--- config.mk ---
export PLATFORM = sky130hd
export DESIGN_NAME = contatore_decrementale_flat
export DESIGN_NICKNAME = d
export VERILOG_FILES = /design/src/rtl/contatore_decrementale_if.sv /design/src/rtl/contatore_decrementale.sv /design/src/flat_wrapper.sv
export SDC_FILE = /design/constraint.sdc
export NUM_CORES = 1
export LEC_CHECK = 0
export ABC_AREA = 1
export CAP_MARGIN = 20
export CORE_AREA = 2 2 39 41
export CTS_CLUSTER_SIZE = 14
export DETAILED_ROUTE_END_ITERATION = 6
export DIE_AREA = 0 0 41 43
export HOLD_SLACK_MARGIN = 0.12
export SLEW_MARGIN = 25
export SYNTH_ARGS = -nofsm -noshare
export SYNTH_HDL_FRONTEND = slang
export SYNTH_SLANG_ARGS = --single-unit
--- constraint.sdc ---
create_clock -name clock -period 1.4 [get_ports clock]
set_clock_uncertainty 0.05 [all_clocks]
set_input_delay 0.14 -clock clock [delete_from_list [all_inputs] [get_ports clock]]
set_output_delay 0.14 -clock clock [all_outputs]
set_load 0.005 [all_outputs]
--- src/rtl/contatore_decrementale_if.sv ---
// Control/status bundle of the down-counter: load/decrement requests in, state and flags out.
interface contatore_decrementale_if #(
    parameter int unsigned N = 2
);
    logic         in;
    logic         load;
    logic [N-1:0] load_value;
    logic [N-1:0] out;
    logic         zero;
    logic         borrow;

    modport master (
        output in, load, load_value,
        input  out, zero, borrow
    );

    modport slave (
        input  in, load, load_value,
        output out, zero, borrow
    );
endinterface

--- src/rtl/contatore_decrementale.sv ---
// Moore down-counter with load, terminal-count flag and one-cycle underflow (borrow) pulse.
// WRAP selects modulo wrap-around or saturation at zero on underflow.
module contatore_decrementale #(
    parameter int unsigned N    = 2,
    parameter bit          WRAP = 1'b1
) (
    input  logic                    clock,
    input  logic                    reset,
    contatore_decrementale_if.slave bus
);
    localparam int unsigned W = N;

    logic [W-1:0] s_q;
    logic [W-1:0] s_new;
    logic         borrow_q;
    logic         borrow_new;
    logic         zero_q;

    // Next state: load beats decrement; underflow either wraps to all-ones or sticks at zero.
    always_comb begin
        s_new      = s_q;
        borrow_new = 1'b0;
        if (bus.load) begin
            s_new = bus.load_value;
        end else if (bus.in) begin
            if (s_q != '0) begin
                s_new = s_q - W'(1);
            end else begin
                borrow_new = 1'b1;
                s_new      = WRAP ? '1 : '0;
            end
        end
    end

    // zero is tracked as its own flop from s_new so every output comes straight off a register.
    always_ff @(posedge clock) begin
        if (reset) begin
            s_q      <= '0;
            borrow_q <= 1'b0;
            zero_q   <= 1'b1;
        end else begin
            s_q      <= s_new;
            borrow_q <= borrow_new;
            zero_q   <= (s_new == '0);
        end
    end

    assign bus.out    = s_q;
    assign bus.zero   = zero_q;
    assign bus.borrow = borrow_q;
endmodule
--- src/flat_wrapper.sv ---
// flat-port wrapper written by rule: the top's interface ports become plain ports
module contatore_decrementale_flat 
#(
    parameter int unsigned N    = 2,
    parameter bit          WRAP = 1'b1
)
  (clock, reset, bus_in, bus_load, bus_load_value, bus_out, bus_zero, bus_borrow);
  contatore_decrementale_if #(.N(N)) bus_i ();
  input  logic clock;
  input  logic reset;
  input wire logic [$bits(bus_i.in)-1:0] bus_in;
  input wire logic [$bits(bus_i.load)-1:0] bus_load;
  input wire logic [$bits(bus_i.load_value)-1:0] bus_load_value;
  output wire logic [$bits(bus_i.out)-1:0] bus_out;
  output wire logic [$bits(bus_i.zero)-1:0] bus_zero;
  output wire logic [$bits(bus_i.borrow)-1:0] bus_borrow;
  assign bus_i.in = bus_in;
  assign bus_i.load = bus_load;
  assign bus_i.load_value = bus_load_value;
  assign bus_out = bus_i.out;
  assign bus_zero = bus_i.zero;
  assign bus_borrow = bus_i.borrow;
  contatore_decrementale #(.N(N), .WRAP(WRAP)) u_core (.clock(clock), .reset(reset), .bus(bus_i));
endmodule
==> impl_metrics.py, run 1 <==
metrics = {
    "yosys": {
        "yosys_warnings": 0,
        "netlist_area_um2": 183,
        "synth_area_leaders": "dfxtp_1 (44%), nand2_1 (16%), inv_1 (12%)",
        "synthesis.nets": 35,
        "synth_top_cell_area_share": 0.438,
        "yosysUniqueCellTypes": 8,
        "ys_seq_area_frac": 0.438,
        "synthCells": 28,
        "yosysTopAreaCell": "dfxtp_1",
        "ys_seq_elements": 4,
        "synth_area_per_cell_um2": 6.52,
    },
    "critical_path": {
        "start_kind": "register",
        "cp.required_ps": 1210,
        "crit_type": "reg -> out",
        "cp-end-kind": "output port",
        "rr_startpoint": "u_core.bus.out[0]$_SDFF_PP0_",
        "cp_slowest_cell": "clkdlybuf4s50_1",
        "endpoint": "bus_out[1]",
        "r2r_end": "u_core.bus.zero$_SDFF_PP1_",
        "crit_fanout": 3,
        "cp-startpoint": "u_core.bus.out[1]$_SDFF_PP0_",
        "path_cells": "clkdlybuf4s50_1",
        "max_stage_delay_ps": 510,
        "reg2reg_slack_ps": 220,
        "reg2reg_depth": 8,
        "path_depth": 1,
        "critPathBufInv": 1,
        "critPathTopFamily": "buffers and inverters",
        "cp.arrival_ps": 1080,
    },
    "placed_design": {
        "io_buffers": 9,
        "gp_congestion": 0.583,
        "dp_slack_ps": 214,
    },
    "floorplanning": {
        "dieArea_um2": 1760,
        "die_h_um": 43,
        "core_area_um2": 1380,
        "io_pins": 10,
        "row_count": 14,
        "initial_utilization": 0.132,
        "fp.dieW_um": 41,
    },
    "finish": {
        "antennaDiodeCount": 0,
        "area_delta_synth_final_pct": 72.6,
        "drive_above_1_share": 0.125,
        "final_common_cell": "clkdlybuf4s50_1",
        "layout_common_cells": "clkdlybuf4s50_1 (9), nand2_1 (8), inv_1 (6)",
        "finalNetCount": 49,
    },
    "drt": {
        "wire_per_inst_um": 6.91,
        "totalWireLength_um": 387,
        "ant_nets": 0,
        "vias_per_cell": 3.48,
        "first_iter_violations": 0,
        "vias": 195,
        "drc": 0,
        "drt_pass1_iterations": 1,
    },
    "sta": {
        "final-max-slew-violation-count": 0,
        "rsz0062_at_grt": "false",
        "layout_setup_ws_ps": 132,
        "maxSlewHeadroom": 0.877,
        "fin_crit_ps": 1270,
        "setup_viol": 0,
        "period_share": 0.905,
        "fin_setup_tns_ps": 0,
        "hold_ws_ps": 465,
        "worst_pin_slew_ps": 184,
        "finalHoldViolCount": 0,
        "fmax_mhz": 789,
    },
    "global_route": {
        "grt_pass1_vias": 200,
        "grt_max_degree": 5,
        "grt_use_total": 0.0633,
        "grt-ovfl-total": 0,
        "grt_pass1_wl_um": 641,
        "antenna_found_initial": 0,
    },
    "power": {
        "seq_power_share": 0.387,
        "comb_power_share": 0.193,
        "power.share.clock": 0.421,
        "peakVddDrop_uv": 161,
        "leakagePower_uw": 0.000159,
        "p_sw_uw": 73.9,
        "p_sw_frac": 0.223,
        "p_int_uw": 258,
        "power_density_nw_per_um2": 1050,
    },
    "clock_tree": {
        "cts_resized": 0,
        "cts_buffer_depth": 2,
        "cts_num_sinks": 4,
        "cts_tree": "done",
        "clk_latency_ps": 230,
        "cts_setup_buffers": 0,
        "cts-root-buf": "clkbuf_4",
        "hold_buffers": 0,
        "numCtsBuffers": 3,
        "htree_num_levels": 1,
        "clkTransAtPathRegs_ps": 40,
    },
    "run_status": {
        "status": "finished, final reports clean",
    },
    "run": {
        "max_cap_violations": 0,
    },
    "min_path": {
        "hp-class": "in -> reg",
    },
}
==> area by class of cell <==
type | count | area, um^2
fillers | 162 | 1070
multi-input cells | 16 | 72.6
inverters | 8 | 30.0
well taps | 16 | 20.0
repair buffers | 9 | 90.1
flip-flops and latches | 4 | 80.1
clock buffers | 3 | 22.5
==> how the worst min path moves through the flow <==
stage,depth (start not counted),to,from,slack [ps]
2_1_floorplan,1,u_core.bus.borrow$_SDFF_PP0_,reset,170
3_3_place_gp,4,u_core.bus.out[0]$_SDFF_PP0_,u_core.bus.out[0]$_SDFF_PP0_,540
3_5_place_dp,4,u_core.bus.out[0]$_SDFF_PP0_,u_core.bus.out[0]$_SDFF_PP0_,550
4_1_cts,2,u_core.bus.borrow$_SDFF_PP0_,bus_load,460
5_1_grt,2,u_core.bus.borrow$_SDFF_PP0_,bus_load,470
6_report,2,u_core.bus.borrow$_SDFF_PP0_,bus_load,460
==> worst register-to-register path: cells and delay by family, from the launching register on <==
family / cells / cell delay (ps)
fa+ha+maj: 1 / 290
flops: 1 / 340
simple gates: 4 / 240
buf+inv: 3 / 150
==> synth_stat cells <==
master and number:
ha_1 1, nand2_1 8, nor2_1 4, inv_2 2
nand3_1 2, dfxtp_1 4, nor3_1 1, inv_1 6
==> per-layer routing <==
layer | part of all wire | global-route usage | wire length, um
met1 | 0.33 | 0.0387 | 129
met2 | 0.57 | 0.0938 | 222
met3 | 0.047 | 0.0157 | 18
met4 | 0.039 | 0.120 | 15
met5 | 0 | 0 | 0
==> sequential cells by signal, summed over array words and instances, names as in the netlist <==
register           count
u_core.bus.zero        1
u_core.bus.out         2
u_core.bus.borrow      1
==> per-stage QoR <==
| step | utilization | std cells | instance area (um^2) | power (uW) |
|---|---|---|---|---|
| 2_1_floorplan | - | 28 | 183 | 156 |
| 3_3_place_gp | 0.212 | 53 | 293 | 194 |
| 3_5_place_dp | 0.212 | 53 | 293 | 195 |
| 4_1_cts | 0.228 | 56 | 315 | 343 |
| 5_1_grt | 0.228 | 56 | 315 | 361 |
| 6_report | 0.228 | 56 | 315 | 332 |
==> power by group through the flow <==
stage,sequential (uW),clock (uW),combinational [uW]
after floorplan,131,0,25.0
after global placement,130,0,63.8
after detailed placement,130,0,64.5
after CTS,129,150,65.1
after global routing,129,158,73.1
final,128,140,63.9
==> cell families after synthesis <==
kind of cell,Yosys count,synth area share
simple gates,15,0.329
buf+inv,8,0.164
flops,4,0.438
fa+ha+maj,1,0.0685
Note: power is estimated with default switching activity, not from simulation.
==> inputs of run 2 (changes only) <==
Settings changed: ABC_CLOCK_PERIOD_IN_PS set to 1400, CORE_AREA 2 2 39 41 to 5 5 42 44, DIE_AREA 0 0 41 43 to 0 0 47 49.
==> impl_metrics.py, run 2 (same netlist as run 1, synthesis figures left out) <==
metrics = {
    "run_status": {
        "status": "finished, final reports clean",
    },
    "global_route": {
        "grt_use_total": 0.0464,
        "grt_pass1_wl_um": 696,
        "antenna_found_initial": 0,
        "grt_pass1_vias": 207,
        "grt-ovfl-total": 0,
        "grt_max_degree": 5,
    },
    "critical_path": {
        "r2r_end": "u_core.bus.zero$_SDFF_PP1_",
        "start_kind": "register",
        "cp.arrival_ps": 1090,
        "path_cells": "clkdlybuf4s50_1",
        "cp_slowest_cell": "clkdlybuf4s50_1",
        "crit_fanout": 3,
        "max_stage_delay_ps": 510,
        "cp.required_ps": 1210,
        "rr_startpoint": "u_core.bus.out[0]$_SDFF_PP0_",
        "crit_type": "reg -> out",
        "critPathTopFamily": "buffers and inverters",
        "reg2reg_depth": 8,
        "cp-end-kind": "output port",
        "critPathBufInv": 1,
        "reg2reg_slack_ps": 230,
    },
    "finish": {
        "multi_input_area_um2": 72.6,
        "drive_above_1_share": 0.125,
        "largest_register_ffs": 2,
        "area_delta_synth_final_pct": 72.6,
        "finalNetCount": 49,
        "register_area_um2": 80.1,
        "final_common_cell": "clkdlybuf4s50_1",
        "antennaDiodeCount": 0,
        "layout_common_cells": "clkdlybuf4s50_1 (9), nand2_1 (8), inv_1 (6)",
        "nFillCells": 172,
    },
    "sta": {
        "finalHoldViolCount": 0,
        "fmax_mhz": 781,
        "final-max-slew-violation-count": 0,
        "worst_pin_slew_ps": 176,
        "maxSlewHeadroom": 0.882,
        "fin_crit_ps": 1280,
        "setup_viol": 0,
        "rsz0062_at_grt": "false",
        "period_share": 0.915,
        "fin_setup_tns_ps": 0,
    },
    "drt": {
        "drt_pass1_iterations": 3,
        "vias": 196,
        "ant_nets": 0,
        "vias_per_cell": 3.50,
        "drc": 0,
        "wire_per_inst_um": 7.21,
        "first_iter_violations": 2,
        "totalWireLength_um": 404,
    },
    "floorplanning": {
        "dieArea_um2": 2300,
        "io_pins": 10,
        "fp.dieW_um": 47,
        "die_h_um": 49,
        "core_area_um2": 1400,
        "initial_utilization": 0.130,
        "row_count": 14,
    },
    "min_path": {
        "hold-path-cell-count": 2,
        "hp-class": "in -> reg",
        "worstHoldStart": "bus_load",
        "min_to": "u_core.bus.borrow$_SDFF_PP0_",
    },
    "power": {
        "leakagePower_uw": 0.000159,
        "power_density_nw_per_um2": 1050,
        "total_power_uw": 331,
        "peakVddDrop_uv": 164,
    },
    "clock_tree": {
        "cts_num_sinks": 4,
        "hold_buffers": 0,
        "clkTransAtPathRegs_ps": 40,
        "cts_setup_buffers": 0,
        "numCtsBuffers": 3,
        "clk_latency_ps": 230,
        "htree_num_levels": 1,
        "cts-root-buf": "clkbuf_4",
        "cts_tree": "done",
        "cts_buffer_depth": 2,
        "cts_resized": 0,
    },
    "placed_design": {
        "io_buffers": 9,
        "gp_congestion": 0.738,
    },
    "run": {
        "max_cap_violations": 0,
    },
}
run 2: cell counts in the layout (fill, tap and decap cells not counted):
Identical to the previous run, type by type.
run 2: how the worst max path moves through the flow:
stage                                       from                          to  slack, ps  cells past startpoint
detailed placement  u_core.bus.out[0]$_SDFF_PP0_  u_core.bus.zero$_SDFF_PP1_        210                      8
floorplan           u_core.bus.out[0]$_SDFF_PP0_  u_core.bus.zero$_SDFF_PP1_        290                      8
global route        u_core.bus.out[1]$_SDFF_PP0_                  bus_out[1]         70                      1
finish              u_core.bus.out[1]$_SDFF_PP0_                  bus_out[1]        120                      1
global placement    u_core.bus.out[0]$_SDFF_PP0_  u_core.bus.zero$_SDFF_PP1_        240                      8
CTS                 u_core.bus.out[0]$_SDFF_PP0_                  bus_out[0]        100                      1
run 2: where the power goes:
group / total, uW / internal (uW) / switching [uW]
sequential: 129 / 124 / 4.89
clock: 139 / 95.6 / 43.5
combinational: 63.4 / 38.2 / 25.2
total: 331 / 258 / 73.6
run 2: metrics by stage:
stage | utilization | instance area, um^2 | hold slack (ps) | setup WS (ps) | instances
3_3_place_gp | 0.209 | 293 | 538 | 242 | 53
2_1_floorplan | - | 183 | 166 | 294 | 28
4_1_cts | 0.225 | 315 | 464 | 104 | 56
5_1_grt | 0.225 | 315 | 496 | 65.6 | 56
6_report | 0.225 | 315 | 465 | 119 | 56
3_5_place_dp | 0.209 | 293 | 551 | 210 | 53
run 2: final cells by class:
type                    count  area share
clock buffers               3      0.0714
inverters                   8      0.0952
well taps                  16      0.0635
flip-flops and latches      4       0.254
multi-input cells          16       0.230
repair buffers              9       0.286
run 2: per-layer routing:
layer / track usage / part of all wire
met2: 0.0701 / 0.56
met3: 0 / 0.064
met1: 0.0372 / 0.34
met4: 0.0829 / 0.030
met5: 0 / 0
==> inputs of run 3 (changes only) <==
Settings changed: ABC_CLOCK_PERIOD_IN_PS 1400 to 1100.
Clock period 1.4 ns to 1.1 ns, I/O delays scaled along.
==> impl_metrics.py, run 3 (same netlist as run 1, synthesis figures left out) <==
metrics = {
    "run_status": {
        "status": "finished, final reports clean",
    },
    "clock_tree": {
        "clkTransAtPathRegs_ps": 40,
        "htree_num_levels": 1,
        "cts_buffer_depth": 2,
        "hold_buffers": 0,
        "cts-root-buf": "clkbuf_4",
        "clk_latency_ps": 230,
        "numCtsBuffers": 3,
        "cts_num_sinks": 4,
        "cts_tree": "done",
        "cts_setup_buffers": 0,
    },
    "finish": {
        "final_common_cell": "nand2_1",
        "drive_above_1_share": 0.293,
        "antennaDiodeCount": 0,
        "area_delta_synth_final_pct": 82.9,
        "largest_register_ffs": 2,
        "layout_common_cells": "nand2_1 (8), inv_2 (5), clkdlybuf4s50_1 (5)",
        "nFillCells": 169,
        "finalNetCount": 50,
        "register_area_um2": 82.6,
        "multi_input_area_um2": 85.1,
    },
    "sta": {
        "setup_viol": 0,
        "period_share": 0.965,
        "finalHoldViolCount": 0,
        "worst_pin_slew_ps": 167,
        "final-max-slew-violation-count": 0,
        "rsz0062_at_grt": "true",
        "layout_setup_ws_ps": 38.7,
        "fmax_mhz": 942,
        "fin_crit_ps": 1060,
        "fin_setup_tns_ps": 0,
        "maxSlewHeadroom": 0.888,
    },
    "floorplanning": {
        "row_count": 14,
        "fp.dieW_um": 47,
        "io_pins": 10,
        "die_h_um": 49,
        "dieArea_um2": 2300,
        "initial_utilization": 0.130,
        "core_area_um2": 1400,
    },
    "critical_path": {
        "cp.arrival_ps": 1140,
        "cp-end-kind": "register",
        "r2r_end": "u_core.bus.zero$_SDFF_PP1_",
        "cp.required_ps": 1180,
        "rr_startpoint": "u_core.bus.out[0]$_SDFF_PP0_",
        "start_kind": "register",
        "reg2reg_depth": 8,
        "crit_fanout": 2,
        "crit_type": "reg -> reg",
        "reg2reg_slack_ps": 40,
    },
    "min_path": {
        "hold-path-cell-count": 2,
        "worstHoldStart": "bus_load",
        "min_to": "u_core.bus.borrow$_SDFF_PP0_",
        "hp-class": "in -> reg",
    },
    "global_route": {
        "grt_pass1_wl_um": 607,
        "antenna_found_initial": 0,
        "grt-ovfl-total": 0,
        "grt_pass1_vias": 184,
        "grt_max_degree": 5,
        "grt_use_total": 0.0416,
    },
    "drt": {
        "wire_per_inst_um": 7.33,
        "drt_pass1_iterations": 3,
        "drc": 0,
        "totalWireLength_um": 418,
        "ant_nets": 0,
        "vias": 193,
        "vias_per_cell": 3.39,
        "first_iter_violations": 2,
    },
    "power": {
        "power_density_nw_per_um2": 1290,
        "peakVddDrop_uv": 190,
        "leakagePower_uw": 0.000174,
    },
    "placed_design": {
        "hpwl_um": 341,
        "gp_congestion": 0.684,
        "io_buffers": 9,
        "dp_slack_ps": -39.9,
    },
    "run": {
        "max_cap_violations": 0,
    },
}
run 3: worst max-delay path: stages, from the launching register on:
cell and delay [ps]:
dfxtp_2 320, inv_2 50, ha_4 230, inv_2 40, nand2_1 40, nand3_1 60
nand2_1 70, nand2_1 70, inv_1 30
run 3: worst max-delay path by stage:
stage | start | to | slack (ps) | depth (start not counted)
global placement | bus_in | u_core.bus.zero$_SDFF_PP1_ | -20 | 6
CTS | u_core.bus.out[0]$_SDFF_PP0_ | u_core.bus.zero$_SDFF_PP1_ | 10 | 8
finish | u_core.bus.out[0]$_SDFF_PP0_ | u_core.bus.zero$_SDFF_PP1_ | 40 | 8
detailed placement | u_core.bus.out[0]$_SDFF_PP0_ | u_core.bus.zero$_SDFF_PP1_ | -40 | 8
floorplan | u_core.bus.out[0]$_SDFF_PP0_ | u_core.bus.zero$_SDFF_PP1_ | 20 | 8
global route | u_core.bus.out[0]$_SDFF_PP0_ | u_core.bus.zero$_SDFF_PP1_ | -20 | 8
run 3: what timing repair did:
action                                 4_1_cts  5_1_grt
pin swaps                                    2        3
resized for setup                            7        3
setup endpoints to repair                    5        3
endpoints found under the hold margin        0        0
run 3: layout make-up:
cell class	instances	share of cell area
clock buffer	3	0.0674
inverter	8	0.0899
multi-input combinational	16	0.255
sequential	4	0.247
tap	16	0.0599
timing repair buffer	10	0.281
run 3: per-stage QoR:
step	hold WS (ps)	total power [uW]	cell area (um^2)	instances	utilization
global route	445	463	334	57	0.238
global placement	548	252	302	54	0.215
CTS	431	439	333	57	0.238
detailed placement	548	253	302	54	0.215
finish	435	430	334	57	0.238
floorplan	136	199	184	28	-
run 3: where the power goes:
group	switching [uW]	internal [uW]	leakage, uW	total (uW)
Combinational	38.6	50.8	0.000126	89.4
Sequential	5.47	159	0.0000338	164
Clock	54.6	122	0.0000138	176
run 3: routing by layer:
metal	up-vias	GRT usage	wire length [um]
met5	-	0	0
met1	82	0.0286	148
met2	4	0.0633	237
met3	0	0	31
met4	0	0.0829	0
li1	107	-	-
